$ cat src/rtl/stream_mux_rr.sv
`default_nettype none
// ============================================================================
// Module   : stream_mux_rr
// Purpose  : N-to-1 valid/ready stream multiplexer with a registered output
//            stage. The channel is picked by an external select (MODE=0) or
//            by round-robin arbitration (MODE=1). Out-of-range selects are
//            flagged on sel_err.
// Options  : STREAM_MUX_PKT_LOCK_EN adds in_last/out_last and holds the grant
//            on one channel until the last beat of its packet is taken.
// Revision : 1.0 - initial release
// ============================================================================
module stream_mux_rr #(
  parameter int N    = 4,
  parameter int M    = 8,
  parameter int MODE = 1,
  parameter int S    = (N > 1) ? $clog2(N) : 1
) (
  input  logic           clk,
  input  logic           rst_n,
  input  logic [S-1:0]   sel,
  input  logic [M*N-1:0] din,
  input  logic [N-1:0]   in_valid,
  output logic [N-1:0]   in_ready,
  output logic [M-1:0]   dout,
  output logic           out_valid,
  input  logic           out_ready,
  output logic [S-1:0]   out_ch,
  output logic           sel_err
`ifdef STREAM_MUX_PKT_LOCK_EN
  ,
  input  logic [N-1:0]   in_last,
  output logic           out_last
`endif
);

  localparam logic [S-1:0] c_last_ch = S'(N - 1);
  localparam logic [S-1:0] c_one     = S'(1);

  logic [S-1:0] r_ptr;
  logic [S-1:0] w_base_gnt;
  logic         w_base_gv;
  logic         w_sel_bad;
  logic [S-1:0] w_gnt;
  logic         w_gv;
  logic         w_load;
  logic         w_xfer;
  logic         w_last_beat;

  // The output register may take a new beat when empty or being drained.
  assign w_load = ~out_valid | out_ready;

  generate
    if (MODE == 0) begin : g_ext_sel
      logic w_unused_ptr;
      assign w_base_gnt   = sel;
      assign w_base_gv    = (int'(sel) < N);
      assign w_sel_bad    = ~w_base_gv;
      assign w_unused_ptr = ^r_ptr;
    end else begin : g_rr
      logic w_unused_sel;
      logic w_found;
      // Rotating-priority search starting at the round-robin pointer.
      always_comb begin
        w_base_gnt = r_ptr;
        w_found    = 1'b0;
        for (int k = 0; k < N; k++) begin
          if (!w_found && in_valid[(int'(r_ptr) + k) % N]) begin
            w_base_gnt = S'((int'(r_ptr) + k) % N);
            w_found    = 1'b1;
          end
        end
      end
      assign w_base_gv    = |in_valid;
      assign w_sel_bad    = 1'b0;
      assign w_unused_sel = ^sel;
    end
  endgenerate

`ifdef STREAM_MUX_PKT_LOCK_EN
  logic r_lock;
  // While a packet is open the grant sticks to the channel of the last beat,
  // which is exactly what out_ch still holds.
  assign w_gnt       = r_lock ? out_ch : w_base_gnt;
  assign w_gv        = r_lock | w_base_gv;
  assign w_last_beat = in_last[w_gnt];

  // Packet lock: set by a non-last beat, cleared by the closing beat.
  always_ff @(posedge clk or negedge rst_n) begin
    if (!rst_n) begin
      r_lock   <= 1'b0;
      out_last <= 1'b0;
    end else if (w_xfer) begin
      r_lock   <= ~w_last_beat;
      out_last <= w_last_beat;
    end
  end
`else
  assign w_gnt       = w_base_gnt;
  assign w_gv        = w_base_gv;
  assign w_last_beat = 1'b1;
`endif

  assign w_xfer = w_load & w_gv & in_valid[w_gnt];

  // One-hot ready towards the granted channel only when a beat can be taken.
  always_comb begin
    in_ready = '0;
    if (w_load && w_gv) begin
      in_ready[w_gnt] = 1'b1;
    end
  end

  // Output stage: load on transfer, drop valid on a drain without refill.
  always_ff @(posedge clk or negedge rst_n) begin
    if (!rst_n) begin
      dout      <= '0;
      out_valid <= 1'b0;
      out_ch    <= '0;
      sel_err   <= 1'b0;
    end else begin
      if (w_xfer) begin
        dout      <= din[int'(w_gnt)*M +: M];
        out_ch    <= w_gnt;
        out_valid <= 1'b1;
      end else if (out_ready) begin
        out_valid <= 1'b0;
      end
      sel_err <= w_sel_bad;
    end
  end

  // Round-robin pointer moves past the served channel once its packet ends.
  always_ff @(posedge clk or negedge rst_n) begin
    if (!rst_n) begin
      r_ptr <= '0;
    end else if (MODE != 0 && w_xfer && w_last_beat) begin
      r_ptr <= (w_gnt == c_last_ch) ? '0 : w_gnt + c_one;
    end
  end

endmodule
`default_nettype wire

$ cat config.mk
export PLATFORM = sky130hd
export DESIGN_NAME = stream_mux_rr
export DESIGN_NICKNAME = d
export VERILOG_FILES = /design/src/rtl/stream_mux_rr.sv
export SDC_FILE = /design/constraint.sdc
export NUM_CORES = 1
export LEC_CHECK = 0
export ABC_AREA = 1
export ABC_CLOCK_PERIOD_IN_PS = 2800
export BUFFER_PORTS_ARGS = -buffer_cell sky130_fd_sc_hd__buf_2
export CORE_UTILIZATION = 40
export DETAILED_ROUTE_END_ITERATION = 8
export GPL_TIMING_DRIVEN = 0
export MAX_ROUTING_LAYER = met4
export PLACE_DENSITY = 0.76
export SLEW_MARGIN = 5
export SYNTH_ARGS = -nofsm -noshare
export SYNTH_HDL_FRONTEND = slang
export SYNTH_SLANG_ARGS = --single-unit
$ cat constraint.sdc
create_clock -name clk -period 2.8 [get_ports clk]
set_clock_uncertainty 0.2 [all_clocks]
set_input_delay 0.28 -clock clk [delete_from_list [all_inputs] [get_ports clk]]
set_output_delay 0.28 -clock clk [all_outputs]
set_load 0.005 [all_outputs]
======== Word level (Yosys, flattened, before mapping) ========
Cells that the tools add are included.
operators by class
  $add $sub $neg .......................... 4
  magnitude comparators ................... 6
  equality and inequality tests ........... 1
  shift-type cells ........................ 1
  mux-type cells .......................... 25
  bitwise logic cells ..................... 7
  reduce and logical (&&, ||, !) cells .... 13
operator list
  operator                                                                       number
  32-bit by 6-bit indexed part select with 8-bit output                          1
  1-bit 2-to-1 mux                                                               14
  3-bit by 4-bit less-than comparator with 1-bit output (second input constant)  3
  1-bit binary-select mux with 2-bit select                                      5
  2-bit 2-to-1 mux                                                               4
  2-bit by 3-bit less-than comparator with 1-bit output (second input constant)  2
  2-bit OR reduction                                                             3
  1-bit logical AND                                                              5
  2-bit by 1-bit adder with 2-bit output (second input constant)                 2
  2-bit adder (second input constant)                                            2
  4-bit 2-to-1 mux                                                               1
  4-bit OR reduction                                                             1
  1-bit AND (first input constant)                                               3
  1-bit logical NOT                                                              3
  1-bit AND                                                                      2
  1-bit demux with 2-bit select                                                  1
  2-bit equality test (second input constant)                                    1
  2-bit by 1-bit >= comparator with 1-bit output (second input constant)         1
  2-bit nonzero test                                                             1
  1-bit inverter                                                                 1
  1-bit OR                                                                       1
word-level totals
  register bits after elaboration ......... 13
  bits of input ports ..................... 41
  word-level logic and storage cells ...... 61

======== Longest topological paths before layout ========
Gate-level depths: netlist of run 1.
  word-level depth ........................ 19
  mapped depth ............................ 17
  mapped depth without buffers ............ 15

======== Worst setup path before layout of run 1 ========
Ideal clock, no wire load.
  path type ............................... flip-flop to output port
  start ................................... register r_ptr[0]
  end ..................................... output in_ready[0]
  arrival ................................. 1.685 ns
  data required time ...................... 2.320 ns
  slack ................................... 0.635 ns
  stages on the path, launching flop included .. 14
  cell sequence ........................... dfrtp_1 > buf_4 > nand2_1 > nand3_1 > nand2_2 > nand3_1 > nand2_1 > nand2_1 > nand2_1 > nand2_1 > nand2_2 > ha_1 > inv_1 > nor2_1
between the ends
  word-level cells in the longest chain between the ends .. 17
  elaborated cells between the ends (all ways) .. 32
  classes of those cells .................. 3 x add/sub; 2 x order compare; 20 x mux; 7 x reduce/logical
ends and longest elaborated chain
  element                                                                                                                                               RTL line  source
  from (decl)                                                                                                                                           39        logic [S-1:0] r_ptr;
  from (signal assigned)                                                                                                                                137       r_ptr <= (w_gnt == c_last_ch) ? '0 : w_gnt + c_one;
  2-bit by 1-bit adder with 2-bit output / 1-bit binary-select mux with 2-bit select (equally long branches)                                            67, 68
  1-bit binary-select mux with 2-bit select / 1-bit 2-to-1 mux (equally long branches)                                                                  67        if (!w_found && in_valid[(int'(r_ptr) + k) % N]) begin
  1-bit 2-to-1 mux (not written as such)                                                                                                                67
  1-bit 2-to-1 mux (not written as such) / 1-bit logical NOT (equally long branches)                                                                    67
  1-bit logical AND                                                                                                                                     67
  1-bit 2-to-1 mux                                                                                                                                      67
  1-bit logical NOT                                                                                                                                     67
  1-bit logical AND                                                                                                                                     67
  1-bit 2-to-1 mux                                                                                                                                      67
  1-bit logical NOT                                                                                                                                     67
  1-bit logical AND                                                                                                                                     67
  2-bit 2-to-1 mux (*)                                                                                                                                  67
  2-bit by 3-bit less-than comparator with 1-bit output (not written as such) / 2-bit by 1-bit >= comparator with 1-bit output (equally long branches)  109       in_ready[w_gnt] = 1'b1;
  1-bit logical AND (not written as such)                                                                                                               109
  1-bit 2-to-1 mux (not written as such)                                                                                                                109
  1-bit demux with 2-bit select (*)                                                                                                                     109
  4-bit 2-to-1 mux (*)                                                                                                                                  108       if (w_load && w_gv) begin
  to (decl)                                                                                                                                             23        output logic [N-1:0] in_ready,
Mark *: on every way between the ends. The rest lies on a longest branch, timed or not. The select of a mux whose other input is x is not followed.

======== Worst setup path in the final report of run 1 ========
  start ................................... register r_ptr[0]
  end ..................................... output in_ready[1]
Same word-level chain as after synthesis.

==> impl_summary.md, run 1 <==
Critical path
The cell family with the largest share of critical-path delay is simple AND/OR/NAND/NOR gates. The beginning of the critical path is r_ptr[0]$_DFFE_PN0P_. Along the worst path, the maximum fanout reaches 10.

The reg-to-reg setup timing slack is 580 ps. In this run the number of cells on the critical path is 16. The count of cells along the worst register-to-register path is 14. In this run the critical register-to-register path is launched from r_ptr[0]$_DFFE_PN0P_. The critical path's slowest cell is sky130_fd_sc_hd__dfrtp_1. The critical path is of the register to primary output type. The most common cell type on the critical path is sky130_fd_sc_hd__nand2_1. For the worst setup path, the data required time is 2320 ps. The arrival time of data at the critical path endpoint is 2170 ps.

The critical path contains buffers and inverters numbering 4 combined. The worst setup path is launched from a register. The critical path ends at in_ready[1]. The signal on the critical path passes through inv_2 > buf_6 > nand2_1 > nand2_2 > nand2_1 > nand2_1 > nand3_2 > nand2_1 > nand2_1 > nand2_1 > nand2_1 > nand2_4 > ha_1 > inv_1 > nor2_1 > buf_2.

STA classifies the critical path endpoint as a primary output. The largest incremental delay on the critical path is 420 ps. The endpoint of the worst register-to-register path is r_ptr[1]$_DFFE_PN0P_.

Final layout
Cells with a size suffix above 1 make up 29.7% of the layout. The count of cells in the finished layout, fillers not included, comes to 340. The finished cells cover 1800 um2.

The utilization after layout is 57.5%. The number of antenna diodes in the final layout is 0. The area added between synthesis and finish is 32.3%. The number of nets in the layout is 342.

Drt
The first detailed-routing pass ran for 4 iterations. After detailed routing, the number of remaining DRC violations is 0. The final layout contains routed wiring with a total length of 3460 um.

The total number of vias is 1543. Dividing the detail-routed wire length by the instance count gives 10.2 um. The via density per instance is 4.54. The detailed router's first-iteration violation count is 45. The number of routed nets with antenna violations is 0.

Min path
The critical hold path startpoint is din[22]. The path class of the tightest hold or removal check is input port to register.

Power
The clock network accounts for 5.4% of the total power. The design draws 2.21 mW. The analysis attributes to net switching a power of 1.17 mW.

Of the total power, combinational logic draws 78.9%. The analysis attributes to cell leakage a power of 1.15 nW. The fraction of power spent switching nets is 52.9%. The power density normalized to cell area is 1230 nW/um2. VDD sags by at most 0.530 mV. The cell-internal power is 1.04 mW.

The sequential group share of total power is 15.8%.

Yosys
The top cell type's share of synthesized area is 30.4%. Yosys mapped the design onto 21 distinct sky130hd cell types. The cell count after synthesis is 232. Ranked by total cell area, the synthesized netlist is headed by sky130_fd_sc_hd__nand2_1 (30%), sky130_fd_sc_hd__dfrtp_1 (24%), sky130_fd_sc_hd__inv_1 (9.9%). The post-synth net total is 277.

In this run the cell area of the synthesized design comes to 1360 um2. The cell taking the most area after synthesis is sky130_fd_sc_hd__nand2_1. Of the synthesized area, sequential elements account for 23.9%. The synthesis-stage register bit count is 13. Dividing the synthesized area by the synthesized cell count gives 5.86 um2. The number of synthesis warnings is 0.

Die
The die is 60.3 um tall. The die area is 3630 um2. The horizontal die dimension is 60.3 um.

The count of boundary I/O pins is 57. The standard cell core area is 3130 um2. The row count is 20. The initial core utilization is 43.4%.

Timing
The number of setup violations in the final report is 0. The worst hold slack across all endpoints is 179 ps. The setup slack of the critical path after layout is 145 ps. Setup repair after global routing left no endpoint under its margin. The accumulated negative setup slack is 0 ps. The final clock period utilization by the worst path is 94.8%. The number of slew-limit violations in the final report was 0. The final hold violation count is 0.

The fmax is 377 MHz. The post-layout minimum cycle time is 2650 ps.

Placement
Once placement finished, the instance area stood at 1680 um2. The count of buffers added on input and output ports is 53. Routability-driven placement finished with a final weighted congestion of 0.815.

The detailed placer's ending HPWL is 2600 um. The worst slack at placement is 291 ps. The count of placed standard cells including taps is 329.

Clock network
The largest buffer count on any clock path is 2. The clock net in this run drives a total of 13 sinks. The root buffer cell is sky130_fd_sc_hd__clkbuf_4. For the worst-skew pair, the clock arrives at the later sink with an insertion delay of 280 ps. TritonCTS built the clock tree. The number of buffers created by CTS is 3. After clock tree synthesis, the clock-pin slew on the worst setup and hold paths is 80 ps. CTS built an H-tree with a depth of 1.

GRT
The total routing resource utilization after global routing is 20.8%. The overall overflow remaining after global route is 0. The first global-routing pass estimated 5570 um of wire. The initial antenna violation count came to 0. Entering global routing, the biggest net connects 14 pins. The number of global-route vias before repair is 1349.

Flow run
The number of maximum-capacitance violations is 0.

Run status
The flow ran to the end, and the final reports show no timing, DRC or antenna violations.
==> worst min path at each step <==
| stage | end | slack, ps | cells after the start |
|---|---|---|---|
| after CTS | out_valid$_DFFE_PN0P_ | 20 | 2 |
| after floorplan | dout[0]$_DFFE_PN0P_ | -220 | 0 |
| final | dout[6]$_DFFE_PN0P_ | 180 | 7 |
| after global placement | out_ch[1]$_DFFE_PN0P_ | -20 | 1 |
| after global routing | dout[6]$_DFFE_PN0P_ | 220 | 7 |
| after detailed placement | out_ch[1]$_DFFE_PN0P_ | -20 | 1 |
==> per-layer routing <==
| metal | part of all wire, % | vias to the layer above | global-route usage (%) | wire length, um |
|---|---|---|---|---|
| li1 | - | 822 | - | - |
| met1 | 48 | 672 | 25.2 | 1660 |
| met2 | 47 | 46 | 36.1 | 1630 |
| met3 | 4.0 | 3 | 2.38 | 139 |
| met4 | 0.78 | 0 | 5.32 | 27 |
| met5 | 0 | - | - | 0 |
==> repair_timing <==
item,4_1_cts,5_1_grt
resized for setup,1,9
gates cloned,0,1
hold buffers,1,1
hold endpoints to repair,13,1
endpoints found under the setup margin,4,4
pin swaps,0,6
setup buffers,0,5
==> power groups by stage <==
stage / Combinational (mW) / Clock (mW) / Sequential [mW]
after floorplan: 1.16 / 0 / 0.349
after global placement: 1.52 / 0 / 0.351
after detailed placement: 1.54 / 0 / 0.348
after CTS: 1.55 / 0.122 / 0.348
after global routing: 1.96 / 0.131 / 0.357
final: 1.74 / 0.119 / 0.347
==> layout make-up <==
| class | instances | area [um2] |
|---|---|---|
| tap | 44 | 55.1 |
| clock buffer | 4 | 26.3 |
| inverter | 40 | 153 |
| sequential | 13 | 327 |
| buffer | 7 | 50.0 |
| fill | 323 | 1330 |
| multi-input combinational | 172 | 865 |
| timing repair buffer | 60 | 323 |
==> sequential cells by signal (all words and copies together), names as in the netlist <==
register	flops
out_ch	2
dout	8
out_valid	1
r_ptr	2
==> cells in the mapped netlist <==
| cell | n |
|---|---|
| sky130_fd_sc_hd__nand2_1 | 110 |
| sky130_fd_sc_hd__buf_2 | 1 |
| sky130_fd_sc_hd__conb_1 | 1 |
| sky130_fd_sc_hd__a31oi_1 | 1 |
| sky130_fd_sc_hd__nand2_2 | 5 |
| sky130_fd_sc_hd__o21a_1 | 1 |
| sky130_fd_sc_hd__nor2_2 | 2 |
| sky130_fd_sc_hd__nand3_1 | 24 |
| sky130_fd_sc_hd__nand3b_1 | 8 |
| sky130_fd_sc_hd__nor2_1 | 6 |
| sky130_fd_sc_hd__o21ai_0 | 4 |
| sky130_fd_sc_hd__a21oi_4 | 1 |
| sky130_fd_sc_hd__dfrtp_1 | 13 |
| sky130_fd_sc_hd__clkbuf_1 | 2 |
| sky130_fd_sc_hd__nand2_8 | 2 |
| sky130_fd_sc_hd__buf_4 | 3 |
| sky130_fd_sc_hd__buf_6 | 2 |
| sky130_fd_sc_hd__ha_1 | 4 |
| sky130_fd_sc_hd__nand2_4 | 2 |
| sky130_fd_sc_hd__inv_2 | 4 |
| sky130_fd_sc_hd__inv_1 | 36 |
==> cells in the final DEF (no fill, tap or decap), drive strengths merged <==
cell / count
dlygate4sd3: 2
nor2: 8
a21oi: 1
nand3b: 8
buf: 63
nand2: 120
nand3: 24
clkbuf: 6
dfrtp: 13
o21ai: 4
conb: 1
a31oi: 1
ha: 4
o21a: 1
inv: 40
==> cells by family after synthesis <==
group,count (synthesis),synth area share [%]
buffers and inverters,48,15.3
other,1,0.276
and+or+nand+nor,159,53.1
AOI/OAI and AO/OA,7,3.68
DFF,13,23.9
adders and majority gates,4,3.68
==> worst min-delay path, stage by stage <==
cell and delay [ps]:
sky130_fd_sc_hd__buf_2 70, sky130_fd_sc_hd__inv_1 30, sky130_fd_sc_hd__nand2_1 50, sky130_fd_sc_hd__nand2_1 40
sky130_fd_sc_hd__nand2_1 50, sky130_fd_sc_hd__nand3_1 50, sky130_fd_sc_hd__nand2_1 50
Note: power is estimated with default switching activity, not from simulation.
==> run 2, diff against run 1 <==
Settings changed: ABC_AREA 1 to not set, PLACE_DENSITY 0.76 to 0.81.
==> run 2 against run 1 <==
Utilization increased by 1.1 points. Hold slack got worse by 70 ps. Critical path depth decreased by 8. Sequential share of layout area increased by 6.0 points. Cell count decreased by 46%. Clock power up 4%. Flip-flop and latch count did not move. Wire length fell by 26%. Global-route usage fell by 1.0 points. Synthesized area decreased by 26%. Critical path type unchanged. Combinational power down 67%. Total power shrank 54%.
==> impl_summary.md, run 2 <==
Critical path
Data on the critical path arrives at its endpoint at 2120 ps. The endpoint of the worst register-to-register path is dout[7]$_DFFE_PN0P_. The category of the worst setup path capture point is a primary output. The required time of the critical path is 2320 ps.

For flop-to-flop paths, the worst setup slack is 490 ps. The largest individual stage delay along the critical path comes from the cell sky130_fd_sc_hd__dfrtp_1. The type of element launching the critical path is a register.

The worst register-to-register path begins at r_ptr[1]$_DFFE_PN0P_. The critical path goes through nor2b_4 > a2111o_1 > buf_6 > nand2_8 > inv_2 > ha_1 > and2_1 > buf_2. The critical path is of the register to primary output type. The largest fanout of any net on the critical path is 11. On the worst path, the slowest cell contributes a delay of 480 ps. The count of cells along the worst register-to-register path is 6.

Drt
Summed over all nets, wire length on met2 after detailed routing comes to 1280 um. Once detail routing completed, the nets flagged for antenna violations numbered 0. The first detailed-routing pass took 4 iterations. The final wirelength is 2570 um. The wire length per cell after detailed routing is 14.0 um. The detailed router put a total of 1130 um of wire on met1. For this run, design rule violations remaining after detail routing come to 0. Across all layers, the routed design uses 1002 vias.

The top layer reached by signal wires is met4. After detailed routing, the number of vias per cell comes to 5.45. For this block, the initial DRC count from the detailed router was 16. The total met3 wirelength after detailed routing is 129 um.

Die
The standard cell core area is 2300 um2. The floorplan step set the die width to 52.2 um. The vertical die dimension is 52.2 um. The count of boundary I/O pins is 57. In this run the core area contains 17 standard-cell rows. The die covers 2730 um2. Once the floorplan was initialized, standard cells occupied 43.9% of the core.

Yosys
The synthesized cell area is 1010 um2. The number of synthesis warnings is 0. The number of nets in the synthesized netlist is 143. Synthesis produced a netlist whose cell count is 98.

After synthesis, the share of flip-flops with an asynchronous set or reset is 100%. The synthesis-stage register bit count is 13. After synthesis, the largest area contributor takes up 32.3% of total cell area. Summing the sequential cell areas from Yosys gives 32.3% of the chip area. In this run the mean area of a mapped cell was 10.3 um2. Ranked by total cell area, the synthesized netlist is headed by sky130_fd_sc_hd__dfrtp_1 (32%), sky130_fd_sc_hd__mux2_4 (10%), sky130_fd_sc_hd__a221o_1 (7.9%). The cell with the most instances after synthesis is sky130_fd_sc_hd__dfrtp_1.

The cell taking the most area after synthesis is sky130_fd_sc_hd__dfrtp_1. The predominant post-synthesis flop cell is sky130_fd_sc_hd__dfrtp_1. The post-synthesis cell type count is 35. Counting instances in the post-synthesis netlist gives the leading cell types as sky130_fd_sc_hd__dfrtp_1 (13), sky130_fd_sc_hd__a21oi_1 (8), sky130_fd_sc_hd__a221o_1 (8), sky130_fd_sc_hd__nand3_1 (8), sky130_fd_sc_hd__o21ai_0 (8). The number of flops mapped to enable cells by yosys is 0.

Final layout
The proportion of layout cells with a drive suffix above 1 is 48.1%. The finished layout holds 184 standard cells, fillers aside. After the last flow step, the layout net total stands at 202. Counting flops per register, the top entry is dout. The most common cell after layout, fill and taps aside is sky130_fd_sc_hd__buf_2.

In the layout the commonest cells are sky130_fd_sc_hd__buf_2 (53), sky130_fd_sc_hd__dfrtp_1 (13). In the final layout, the multi-input gates occupy 653 um2. The register with the most flip-flops in the layout has 8 of them. The utilization after layout is 58.6%. The number of inserted filler cells in the final layout is 203.

In the final layout, flip-flops and latches occupy 325 um2. In the final layout, the registers with the most flip-flops are dout (8), out_ch (2), r_ptr (2). The area added between synthesis and finish is 33.4%. The number of antenna diodes in the final layout is 0.

GRT
The number of global-route vias before repair is 913. The overall overflow remaining after global route is 0. The initial antenna violation count is 0. The wire length of the first global-routing pass is 3890 um.

Entering global routing, the biggest net connects 14 pins. The total routing resource utilization after global routing is 19.7%.

Min path
The capture endpoint of the worst hold path is out_valid$_DFFE_PN0P_. In this run the worst hold path is classified as input port to register. The startpoint identified for the worst hold timing path is out_ready. The count of cells along the worst hold path is 3.

Timing
The final clock period utilization by the worst path is 92.9%. Setup repair after global routing left no endpoint under its margin. The slew of the pin with the lowest slew margin is 641 ps. The number of setup violations in the final report is 0.

The setup slack of the critical path after layout is 198 ps. The final hold violation count is 0. Summed over all failing endpoints, the final setup total negative slack is 0 ps. In this run the tightest slew margin relative to its limit is 56.8%. Counting I/O delays and the setup requirement, the final critical path takes 2600 ps. The number of slew-limit violations in the final report is 0. For this run, the top clock speed supported by timing is 384 MHz.

Placement
The worst slack at placement is 501 ps. The detailed placer's ending HPWL is 1950 um. The weighted congestion at the end of routability-driven global placement is 0.816. After detailed placement, the design holds a cell count of 179. The count of buffers added on input and output ports is 53.

Clock network
The later pin in the worst-skew pair is clocked with a latency of 280 ps. In this run the deepest clock path goes through 2 buffers. The root buffer cell is sky130_fd_sc_hd__clkbuf_4. Clock-pin slew was measured on the worst setup and hold paths at 80 ps. The number of buffers created by CTS is 3. The count of H-tree levels built during CTS is 1.

The sink count of the clock tree is 13. The post-CTS resize count is 0. The CTS tree is done.

Power
The power density normalized to cell area is 757 nW/um2. The design draws 1.02 mW. The cell leakage power is 0.685 nW. The peak ir drop on the vdd network is 0.372 mV.

Run status
The flow ran to the end, and the final reports show no timing, DRC or antenna violations.

Flow run
The number of maximum-capacitance violations is 0.
-- run 2: cell count changes in the layout (fill, tap and decap cells not counted), sizes merged, moves of 6 or more --
cell / previous run / this run
a21oi: 1 / 8
inv: 40 / 2
o21ai: 4 / 10
buf: 63 / 55
mux2: 0 / 8
nand2: 120 / 6
a221o: 0 / 8
nand3: 24 / 8
nand3b: 8 / 0
-- run 2: logic make-up after synthesis --
| kind of cell | share of synthesized area [%] |
|---|---|
| flip-flops | 32.3 |
| adder cells (fa/ha/maj) | 4.96 |
| AO/OA/AOI/OAI | 28.7 |
| multiplexers | 11.5 |
| other | 0.372 |
| AND/OR/NAND/NOR | 19.2 |
| buffers and inverters | 2.98 |
-- run 2: layout make-up --
class	count	share of cell area, %
Inverter	2	0.558
Timing Repair Buffer	54	20.5
Tap cell	28	2.60
Multi-Input combinational cell	80	48.6
Clock buffer	4	1.95
Sequential cell	13	24.2
Buffer	3	1.67
-- run 2: timing repair --
action                    CTS  global route
setup buffers               0             0
hold endpoints to repair   13             0
hold buffers                1             0
-- run 2: how the worst max path moves through the flow --
stage | cells after the start | startpoint | slack (ps) | to
after floorplan | 6 | r_ptr[1]$_DFFE_PN0P_ | 640 | dout[0]$_DFFE_PN0P_
after global placement | 6 | r_ptr[1]$_DFFE_PN0P_ | 540 | dout[5]$_DFFE_PN0P_
after detailed placement | 8 | r_ptr[1]$_DFFE_PN0P_ | 500 | in_ready[1]
after CTS | 8 | r_ptr[1]$_DFFE_PN0P_ | 180 | in_ready[1]
after global routing | 8 | r_ptr[1]$_DFFE_PN0P_ | 90 | in_ready[0]
final | 8 | r_ptr[1]$_DFFE_PN0P_ | 200 | in_ready[1]
-- run 2: power breakdown --
| part | switching, mW | total (mW) | internal (mW) |
|---|---|---|---|
| combinational | 0.278 | 0.566 | 0.288 |
| sequential | 0.0580 | 0.329 | 0.271 |
| clock | 0.0682 | 0.124 | 0.0554 |
-- run 2: critical path, delay by kind of cell, from the launching register on --
family          cells  cell delay [ps]
flops               1              480
buf+inv             3              340
simple gates        3              430
compound gates      1              420
fa+ha+maj           1              170
-- run 2: metrics by stage --
step / area, um2 / hold WS [ps]
2_1_floorplan: 1010 / -216
3_3_place_gp: 1310 / -17.0
3_5_place_dp: 1310 / -9.77
4_1_cts: 1350 / 119
5_1_grt: 1350 / 153
6_report: 1350 / 109
-- run 2: metal layers --
layer	vias to the layer above	track usage, %
met5	-	-
met4	0	7.89
met3	5	0.870
met2	43	33.8
met1	469	24.5
li1	485	-
